[src/rtl/pdm_pcm_pkg.sv]
// Shared types and width helpers for the PDM-to-PCM decimation FIR sequencer.
package pdm_pcm_pkg;

   // Sequencer phases: write the new sample, run the taps, let the MAC drain, hand off the result
   typedef enum logic [2:0] {
      IDLE,
      WRITE,
      MAC,
      DRAIN,
      DONE
   } seq_state_t;

   // Channel index width; a single channel still needs one address bit
   function automatic int ch_width(input int num_channels);
      return (num_channels > 1) ? $clog2(num_channels) : 1;
   endfunction

   // Tap index width; the tap count is a power of two so the delay line wraps naturally
   function automatic int tap_width(input int fir_taps);
      return $clog2(fir_taps);
   endfunction

endpackage

[src/rtl/pdm_rr_arbiter.sv]
// Combinational round-robin pick: first requester strictly after last_grant, wrapping around.
module pdm_rr_arbiter
   import pdm_pcm_pkg::*;
#(
   parameter int NUM_CHANNELS = 2,
   parameter int CH_W         = ch_width(NUM_CHANNELS)
) (
   input  logic [NUM_CHANNELS-1:0] req_i,
   input  logic [CH_W-1:0]         last_grant_i,
   output logic [CH_W-1:0]         grant_o,
   output logic                    grant_valid_o
);

   logic [CH_W-1:0] cand;

   // Scan channels last_grant+1 .. last_grant+NUM_CHANNELS (mod NUM_CHANNELS), keep the first hit
   always_comb begin
      grant_o       = '0;
      grant_valid_o = 1'b0;
      cand          = '0;
      for (int i = 1; i <= NUM_CHANNELS; i++) begin
         cand = CH_W'((int'(last_grant_i) + i) % NUM_CHANNELS);
         if (!grant_valid_o && req_i[cand]) begin
            grant_valid_o = 1'b1;
            grant_o       = cand;
         end
      end
   end

endmodule

[src/rtl/pdm_fir_mac_sequencer.sv]
// Time-shares one MAC engine, sample RAM and coefficient ROM among the PDM channels' final FIR stage.
// All outputs are registered: each output's next value is computed alongside the next state.
module pdm_fir_mac_sequencer
   import pdm_pcm_pkg::*;
#(
   parameter int NUM_CHANNELS = 2,
   parameter int FIR_TAPS     = 64,
   parameter int MAC_LATENCY  = 3,
   parameter int CH_W         = ch_width(NUM_CHANNELS),
   parameter int TAP_W        = tap_width(FIR_TAPS)
) (
   input  logic                    clock_i,
   input  logic                    reset_i,
   input  logic                    enable_i,
   input  logic [NUM_CHANNELS-1:0] req_i,
   output logic [NUM_CHANNELS-1:0] ack_o,
   output logic [CH_W-1:0]         sample_sel_o,
   output logic                    ram_we_o,
   output logic [CH_W+TAP_W-1:0]   ram_waddr_o,
   output logic [CH_W+TAP_W-1:0]   ram_raddr_o,
   output logic [TAP_W-1:0]        coeff_addr_o,
   output logic                    mac_en_o,
   output logic                    mac_clear_o,
   output logic                    result_valid_o,
   output logic [CH_W-1:0]         result_ch_o,
   input  logic                    result_ready_i,
   output logic                    busy_o
);

   seq_state_t               state_q, state_d;
   logic [CH_W-1:0]          cur_ch_q, cur_ch_d;
   logic [CH_W-1:0]          last_grant_q, last_grant_d;
   logic [TAP_W-1:0]         base_q, base_d;
   logic [TAP_W-1:0]         k_q, k_d;
   logic [3:0]               dcnt_q, dcnt_d;
   logic [TAP_W-1:0]         wr_ptr_q [NUM_CHANNELS];
   logic [TAP_W-1:0]         wr_ptr_d [NUM_CHANNELS];

   logic [NUM_CHANNELS-1:0]  ack_q, ack_d;
   logic [CH_W-1:0]          sample_sel_q, sample_sel_d;
   logic                     ram_we_q, ram_we_d;
   logic [CH_W+TAP_W-1:0]    ram_waddr_q, ram_waddr_d;
   logic [CH_W+TAP_W-1:0]    ram_raddr_q, ram_raddr_d;
   logic [TAP_W-1:0]         coeff_addr_q, coeff_addr_d;
   logic                     mac_en_q, mac_en_d;
   logic                     mac_clear_q, mac_clear_d;
   logic                     result_valid_q, result_valid_d;
   logic [CH_W-1:0]          result_ch_q, result_ch_d;
   logic                     busy_q, busy_d;

   logic [CH_W-1:0]          grant;
   logic                     grant_valid;

   pdm_rr_arbiter #(
      .NUM_CHANNELS (NUM_CHANNELS),
      .CH_W         (CH_W)
   ) u_arbiter (
      .req_i         (req_i),
      .last_grant_i  (last_grant_q),
      .grant_o       (grant),
      .grant_valid_o (grant_valid)
   );

   // Next-state and next-output logic; strobes default low so every pulse lasts exactly one cycle
   always_comb begin
      state_d        = state_q;
      cur_ch_d       = cur_ch_q;
      last_grant_d   = last_grant_q;
      base_d         = base_q;
      k_d            = k_q;
      dcnt_d         = dcnt_q;
      wr_ptr_d       = wr_ptr_q;
      ack_d          = '0;
      sample_sel_d   = '0;
      ram_we_d       = 1'b0;
      ram_waddr_d    = '0;
      ram_raddr_d    = '0;
      coeff_addr_d   = '0;
      mac_en_d       = 1'b0;
      mac_clear_d    = 1'b0;
      result_valid_d = 1'b0;
      result_ch_d    = '0;
      unique case (state_q)
         IDLE: begin
            if (enable_i && grant_valid) begin
               state_d      = WRITE;
               cur_ch_d     = grant;
               base_d       = wr_ptr_q[grant];
               ack_d        = NUM_CHANNELS'(1) << grant;
               ram_we_d     = 1'b1;
               sample_sel_d = grant;
               ram_waddr_d  = {grant, wr_ptr_q[grant]};
            end
         end
         WRITE: begin
            wr_ptr_d[cur_ch_q] = wr_ptr_q[cur_ch_q] + 1'b1;
            k_d                = '0;
            state_d            = MAC;
            mac_en_d           = 1'b1;
            mac_clear_d        = 1'b1;
            coeff_addr_d       = '0;
            ram_raddr_d        = {cur_ch_q, base_q};
         end
         MAC: begin
            if (k_q == TAP_W'(FIR_TAPS - 1)) begin
               state_d = DRAIN;
               dcnt_d  = '0;
            end else begin
               k_d          = k_q + 1'b1;
               mac_en_d     = 1'b1;
               coeff_addr_d = k_q + 1'b1;
               ram_raddr_d  = {cur_ch_q, TAP_W'(base_q - k_q - 1'b1)};
            end
         end
         DRAIN: begin
            if (dcnt_q == 4'(MAC_LATENCY - 1)) begin
               state_d        = DONE;
               result_valid_d = 1'b1;
               result_ch_d    = cur_ch_q;
            end else begin
               dcnt_d = dcnt_q + 1'b1;
            end
         end
         DONE: begin
            if (result_ready_i) begin
               state_d      = IDLE;
               last_grant_d = cur_ch_q;
            end else begin
               result_valid_d = 1'b1;
               result_ch_d    = cur_ch_q;
            end
         end
         default: state_d = IDLE;
      endcase
      busy_d = (state_d != IDLE);
   end

   // State and output registers; reset abandons any channel in flight and rewinds every delay line
   always_ff @(posedge clock_i) begin
      if (reset_i) begin
         state_q        <= IDLE;
         cur_ch_q       <= '0;
         last_grant_q   <= CH_W'(NUM_CHANNELS - 1);
         base_q         <= '0;
         k_q            <= '0;
         dcnt_q         <= '0;
         for (int c = 0; c < NUM_CHANNELS; c++) begin
            wr_ptr_q[c] <= '0;
         end
         ack_q          <= '0;
         sample_sel_q   <= '0;
         ram_we_q       <= 1'b0;
         ram_waddr_q    <= '0;
         ram_raddr_q    <= '0;
         coeff_addr_q   <= '0;
         mac_en_q       <= 1'b0;
         mac_clear_q    <= 1'b0;
         result_valid_q <= 1'b0;
         result_ch_q    <= '0;
         busy_q         <= 1'b0;
      end else begin
         state_q        <= state_d;
         cur_ch_q       <= cur_ch_d;
         last_grant_q   <= last_grant_d;
         base_q         <= base_d;
         k_q            <= k_d;
         dcnt_q         <= dcnt_d;
         wr_ptr_q       <= wr_ptr_d;
         ack_q          <= ack_d;
         sample_sel_q   <= sample_sel_d;
         ram_we_q       <= ram_we_d;
         ram_waddr_q    <= ram_waddr_d;
         ram_raddr_q    <= ram_raddr_d;
         coeff_addr_q   <= coeff_addr_d;
         mac_en_q       <= mac_en_d;
         mac_clear_q    <= mac_clear_d;
         result_valid_q <= result_valid_d;
         result_ch_q    <= result_ch_d;
         busy_q         <= busy_d;
      end
   end

   assign ack_o          = ack_q;
   assign sample_sel_o   = sample_sel_q;
   assign ram_we_o       = ram_we_q;
   assign ram_waddr_o    = ram_waddr_q;
   assign ram_raddr_o    = ram_raddr_q;
   assign coeff_addr_o   = coeff_addr_q;
   assign mac_en_o       = mac_en_q;
   assign mac_clear_o    = mac_clear_q;
   assign result_valid_o = result_valid_q;
   assign result_ch_o    = result_ch_q;
   assign busy_o         = busy_q;

endmodule

[config.mk]
export PLATFORM = sky130hd
export DESIGN_NAME = pdm_fir_mac_sequencer
export DESIGN_NICKNAME = d
export VERILOG_FILES = /design/src/rtl/pdm_pcm_pkg.sv /design/src/rtl/pdm_rr_arbiter.sv /design/src/rtl/pdm_fir_mac_sequencer.sv
export SDC_FILE = /design/constraint.sdc
export NUM_CORES = 1
export LEC_CHECK = 0
export ABC_AREA = 1
export BUFFER_PORTS_ARGS = -buffer_cell sky130_fd_sc_hd__buf_2
export CAP_MARGIN = 40
export CORE_MARGIN = 2
export CORE_UTILIZATION = 55
export DETAILED_ROUTE_END_ITERATION = 8
export GPL_ROUTABILITY_DRIVEN = 0
export PLACE_DENSITY = 0.75
export SYNTH_ARGS = -nofsm -noshare
export SYNTH_HDL_FRONTEND = slang
export SYNTH_SLANG_ARGS = --single-unit
[constraint.sdc]
create_clock -name clock_i -period 2.1 [get_ports clock_i]
set_input_delay 0.42 -clock clock_i [delete_from_list [all_inputs] [get_ports clock_i]]
set_output_delay 0.42 -clock clock_i [all_outputs]
set_load 0.05 [all_outputs]
* Yosys cells after proc, flatten, opt, wreduce, memory -nomap -nowiden
Index checks and enable logic that the tools add are counted.
Operators by class: eq/ne operators 9, mux-type cells 39, order comparisons 5, add/sub/neg operators 7, bitwise operators 5, shift-type cells 1, reductions and logical operators 15
Operators by type and width (number):
- $mux W6 | 8
- $mux W1 | 15
- $pmux W3 S5 | 1
- $pmux W7 S2 | 1
- $add A6 B1 Y6 const B | 2
- $bwmux W12 | 1
- $mux W3 | 4
- $pmux W6 S2 | 1
- $mux W4 | 2
- $pmux W4 S2 | 1
- $mux W7 | 1
- $demux W6 S1 | 1
- $eq A3 B2 Y1 const B | 2
- $eq A6 B6 Y1 const B | 1
- $ne A2 B2 Y1 const B | 3
- $pmux W1 S2 | 3
- $reduce_and A2 Y1 | 3
- $reduce_or A3 Y1 | 2
- $sub A6 B1 Y6 const B | 1
- $sub A6 B6 Y6 | 1
- $add A4 B1 Y4 const B | 1
- $eq A4 B2 Y1 const B | 1
- $ge A2 B2 Y1 const B | 2
- $lt A1 B2 Y1 const B | 2
- other kinds (14) | 21
Word-level totals: word-level logic and storage cells 100, bits of input ports 6, bits in registers 62

* Logic depth before layout (Yosys ltp)
depth in word-level cells 11, depth in mapped cells 9

* Cells and area by module
Synthesis repeated with hierarchy kept, for this count alone.
Second synthesis, totals: cell total of the unflattened synthesis 348, area, all modules 2753.9 um^2
By module, submodules not included:
- pdm_fir_mac_sequencer | instances 1, cells an instance 345, seq. area each 1201.2 um^2, area an instance 2738.9 um^2
- pdm_rr_arbiter | instances 1, cells an instance 3, seq. area each 0.0 um^2, area an instance 15.0 um^2

* Least setup slack after synthesis
No wires, ideal clock.
path kind register to register, from reg k_q[0], to reg ram_raddr_q[4], in the netlist ram_raddr_o[4], cell stages (with the launch flop) 9, required time 1.979 ns, path slack 0.433 ns, clock period less this slack 1.667 ns, buffers on the path 0, arrival time 1.546 ns, cells stage by stage dfxtp_1 -> inv_1 -> ha_1 -> fa_1 -> nand3_1 -> nand2_1 -> or2_2 -> nand3_1 -> a21oi_1
On the way: word-level cells in the longest chain between the ends 4, elaborated cells on any way between the ends 5
RTL lines:
- start: declaration | line pdm_fir_mac_sequencer.sv:34 | logic [TAP_W-1:0] k_q, k_d;
- start signal: assignment | line pdm_fir_mac_sequencer.sv:166 | k_q <= k_d;
- $sub A6 B6 Y6 | line pdm_fir_mac_sequencer.sv:112 | ram_raddr_d = {cur_ch_q, TAP_W'(base_q - k_q - 1'b1)};
- $sub A6 B1 Y6 | line pdm_fir_mac_sequencer.sv:112
- $mux W7 * | line pdm_fir_mac_sequencer.sv:105 | if (k_q == TAP_W'(FIR_TAPS - 1)) begin
- $pmux W7 S2 * | line pdm_fir_mac_sequencer.sv:83 | unique case (state_q)
- end signal: assignment | line pdm_fir_mac_sequencer.sv:173 | ram_raddr_q <= ram_raddr_d;
- end: declaration | line pdm_fir_mac_sequencer.sv:43 | logic [CH_W+TAP_W-1:0] ram_raddr_q, ram_raddr_d;
Mark *: on every way between the ends. The rest lies on a longest branch, timed or not. A chain may end at the register's enable or synchronous reset.

* Worst setup path in the final report
Ends and elaborated chain as after synthesis.

==> run_results.csv <==
group,metric,value,unit
logic_synthesis,ys_seq_elements,60,
routing,detailed_route_drc_error_count,0,
routing,drt_iter0_drc,100,
place,dp_hpwl,3740,µm
sta,drv_slew,0,
power,static-leakage-power,1.43,nW
global_routing,grt_antenna_before_repair,0,
clock_network,clock_tree.htree_level_count,3,
critical_path,reg2reg_slack,300,ps
routing,detail_route.wl_per_cell,11.6,µm
cells_and_area,final_common_cell,"nand2_1",
clock_network,cts-buffers-inserted,9,
critical_path,critPathMaxFanout,6,
floorplanning,fp.coreArea,4660,µm²
critical_path,worst_path_most_repeated_cell,"nand3_1",
logic_synthesis,syn-instance-count,350,
clock_network,cts_sinks,60,
global_routing,grt_start_max_net_pins,21,
cells_and_area,final_nets,405,
clock_network,post_cts.repair.setup_buffers,0,
cells_and_area,post_route_cells_drive_above_1_share,17.3,%
hold_path,holdCritPathClass,"primary input to flop",
sta,setup_violations,0,
sta,max_slew.worst_pin.slew,513,ps
clock_network,cts_resized,0,
cells_and_area,antenna_fix_cells,0,
critical_path,critPathCaptureType,"flop",
critical_path,worst_reg2reg_startpoint,"k_q[0]",
floorplanning,rows,25,
critical_path,reg2reg_path_depth,8,
global_routing,grt_pass1_wl,8740,µm
cells_and_area,layout.cells.most_common_list,"88 x nand2_1, 60 x dfxtp_1, 46 x inv_1, 36 x nor2_1, 34 x buf_2",
cells_and_area,design_area,3000,µm²
logic_synthesis,ys_async_sr_fraction,0,%
sta,timing.final.crit_period,1800,ps
routing,via_count,2278,
routing,route.detailed.vias_per_inst,5.08,
hold_path,hold_path_end,"last_grant_q",
critical_path,worst_r2r_endpoint,"ram_raddr_o[4]",
critical_path,critical_path.startpoint_type,"flop",
floorplanning,die_h,73,µm
logic_synthesis,yosys_warnings,0,
run_status,status,"complete, no violations",
critical_path,cp_slowest_cell,"dfxtp_1",
cells_and_area,fillerInstances,421,
sta,fmaxAchievable,0.556,GHz
logic_synthesis,dominantRegCellSynth,"dfxtp_1",
clock_network,cts.path.max_buffers,2,
clock_network,number_of_buffers_inserted_for_hold_repair_after_clock_tree_synthesis,0,
flow_run,drv_cap,0,
logic_synthesis,synth.avg_cell_area,7.48,µm²
sta,timing.setup.tns,0,ps
hold_path,hp-start,"result_ready_i",
critical_path,path_class,"flop to flop",
clock_network,cts_tree,"yes",
clock_network,clock_tree.root_cell,"clkbuf_8",
routing,wl,5200,µm
hold_path,hold_depth,3,
floorplanning,die_x,73,µm
routing,drt_pre_antenna_iters,4,
cells_and_area,area_growth_syn_to_layout,14.7,%
critical_path,cp_cell_sequence,"inv_1 -> ha_1 -> fa_1 -> nand3_1 -> nand2_1 -> or2_2 -> nand3_1 -> a21oi_1",
critical_path,worst-endpoint-required,2320,ps
power,p_per_area,810,nW/µm²
critical_path,worst_path_largest_cell_delay,430,ps
clock_network,insertion_delay,330,ps
routing,detail-route-antenna-nets,0,
logic_synthesis,post_synthesis_net_count,366,
place,io_buffers,34,
logic_synthesis,cell_area_after_synthesis,2620,µm²
clock_network,cts.reportedPaths.clkPinSlew,70,ps
place,detailed_place.area,2820,µm²
logic_synthesis,post_synth_num_cell_types,30,
sta,hold_violations,0,
power,max-vdd-ir-drop,0.000431,V
sta,final.period_utilization,85.7,%
sta,skew,6.96,ps
logic_synthesis,synth_enable_flop_cells,0,
sta,grt_setup_unrepaired,"false",
critical_path,worstPathArrival,2020,ps
floorplanning,start_util,56.2,%
logic_synthesis,synth_seq_area_share,45.9,%
global_routing,vias_in_the_first_global_route,2002,
floorplanning,top_level_ports,35,
global_routing,groute.usage.overall,21.6,%
sta,slew_headroom,65.4,%
floorplanning,fp.dieArea,5330,µm²
global_routing,globalRouteOverflowTotal,0,
[how the worst max path moves through the flow]
| stage | from | endpoint | slack, ps | cells after the start |
|---|---|---|---|---|
| global placement | k_q[0] | ram_raddr_o[4] | 380 | 8 |
| detailed placement | k_q[0] | ram_raddr_o[4] | 340 | 8 |
| floorplan | k_q[0] | ram_raddr_o[4] | 430 | 8 |
| global route | k_q[0] | ram_raddr_o[4] | 200 | 8 |
| CTS | k_q[0] | ram_raddr_o[4] | 330 | 8 |
| finish | k_q[0] | ram_raddr_o[4] | 300 | 8 |
[synth_stat cells, types with 3 or more instances]
master / instances / area share (%)
dfxtp_1: 60 / 46
nor2_1: 36 / 5.2
clkbuf_1: 3 / 0.43
buf_4: 3 / 0.86
a21oi_1: 22 / 4.2
o21ai_1: 5 / 0.96
nand3_2: 3 / 1.1
nand3_1: 25 / 4.8
inv_1: 46 / 6.6
xor2_1: 4 / 1.3
nand2_1: 88 / 13
nor3_1: 3 / 0.57
inv_2: 3 / 0.43
o21ai_0: 18 / 3.4
ha_1: 9 / 4.3
[registers in the layout (all words and copies together), names as in the netlist]
| name | flops |
|---|---|
| busy_o | 1 |
| ram_raddr_o | 7 |
| dcnt_q | 4 |
| result_ch_o | 1 |
| mac_clear_o | 1 |
| ram_we_o | 1 |
| coeff_addr_o | 6 |
| base_q | 6 |
| ram_waddr_o | 6 |
| cur_ch_q | 1 |
| mac_en_o | 1 |
| last_grant_q | 1 |
| k_q | 6 |
| state_q | 3 |
| result_valid_o | 1 |
| wr_ptr_q | 12 |
| ack_o | 2 |
[per-stage QoR]
stage	power (mW)	hold WS [ps]	cells	utilization (%)	setup WS [ps]
after global routing	2.53	462	448	64.5	201
after CTS	2.44	431	448	64.5	325
after global placement	1.47	470	432	60.5	378
final	2.43	436	448	64.5	301
after detailed placement	1.47	473	432	60.5	340
after floorplan	1.42	452	350	-	433
[power breakdown]
| group | switching [mW] | leakage [nW] | total, mW | internal, mW |
|---|---|---|---|---|
| Clock | 0.446 | 0.0996 | 0.983 | 0.538 |
| Sequential | 0.0241 | 0.486 | 1.20 | 1.17 |
| Combinational | 0.183 | 0.841 | 0.253 | 0.0703 |
[kinds of logic after synthesis]
family / after synthesis / share of synthesized area, %
and+or+nand+nor: 169 / 28.6
DFF: 60 / 45.9
buffers and inverters: 57 / 8.93
adders and majority gates: 10 / 5.06
xor gates and xnor gates: 6 / 2.01
AOI/OAI and AO/OA: 48 / 9.56
[cell type report]
type,instances,area (µm²),area share (%)
Multi-Input combinational cell,233,1180,39.4
Clock inverter,6,55.1,1.83
Tap cell,54,67.6,2.25
Inverter,49,184,6.12
Sequential cell,60,1200,40.0
Timing Repair Buffer,36,185,6.16
Clock buffer,10,128,4.25
[critical path, delay by kind of cell, from the launching register on]
family | cells | cell delay (ps)
fa+ha+maj | 2 | 620
simple gates | 4 | 510
flops | 1 | 430
buf+inv | 1 | 70
compound gates | 1 | 60
[routing by layer]
layer | GRT usage [%] | up-vias | wire, µm | share of wire [%]
met5 | 0 | - | 0 | 0
met4 | 12.8 | 0 | 119 | 2.3
met3 | 4.83 | 11 | 172 | 3.3
met2 | 33.7 | 51 | 2410 | 46
met1 | 27.2 | 1030 | 2500 | 48
li1 | - | 1186 | - | -
Power figures use the tool's default switching activity.
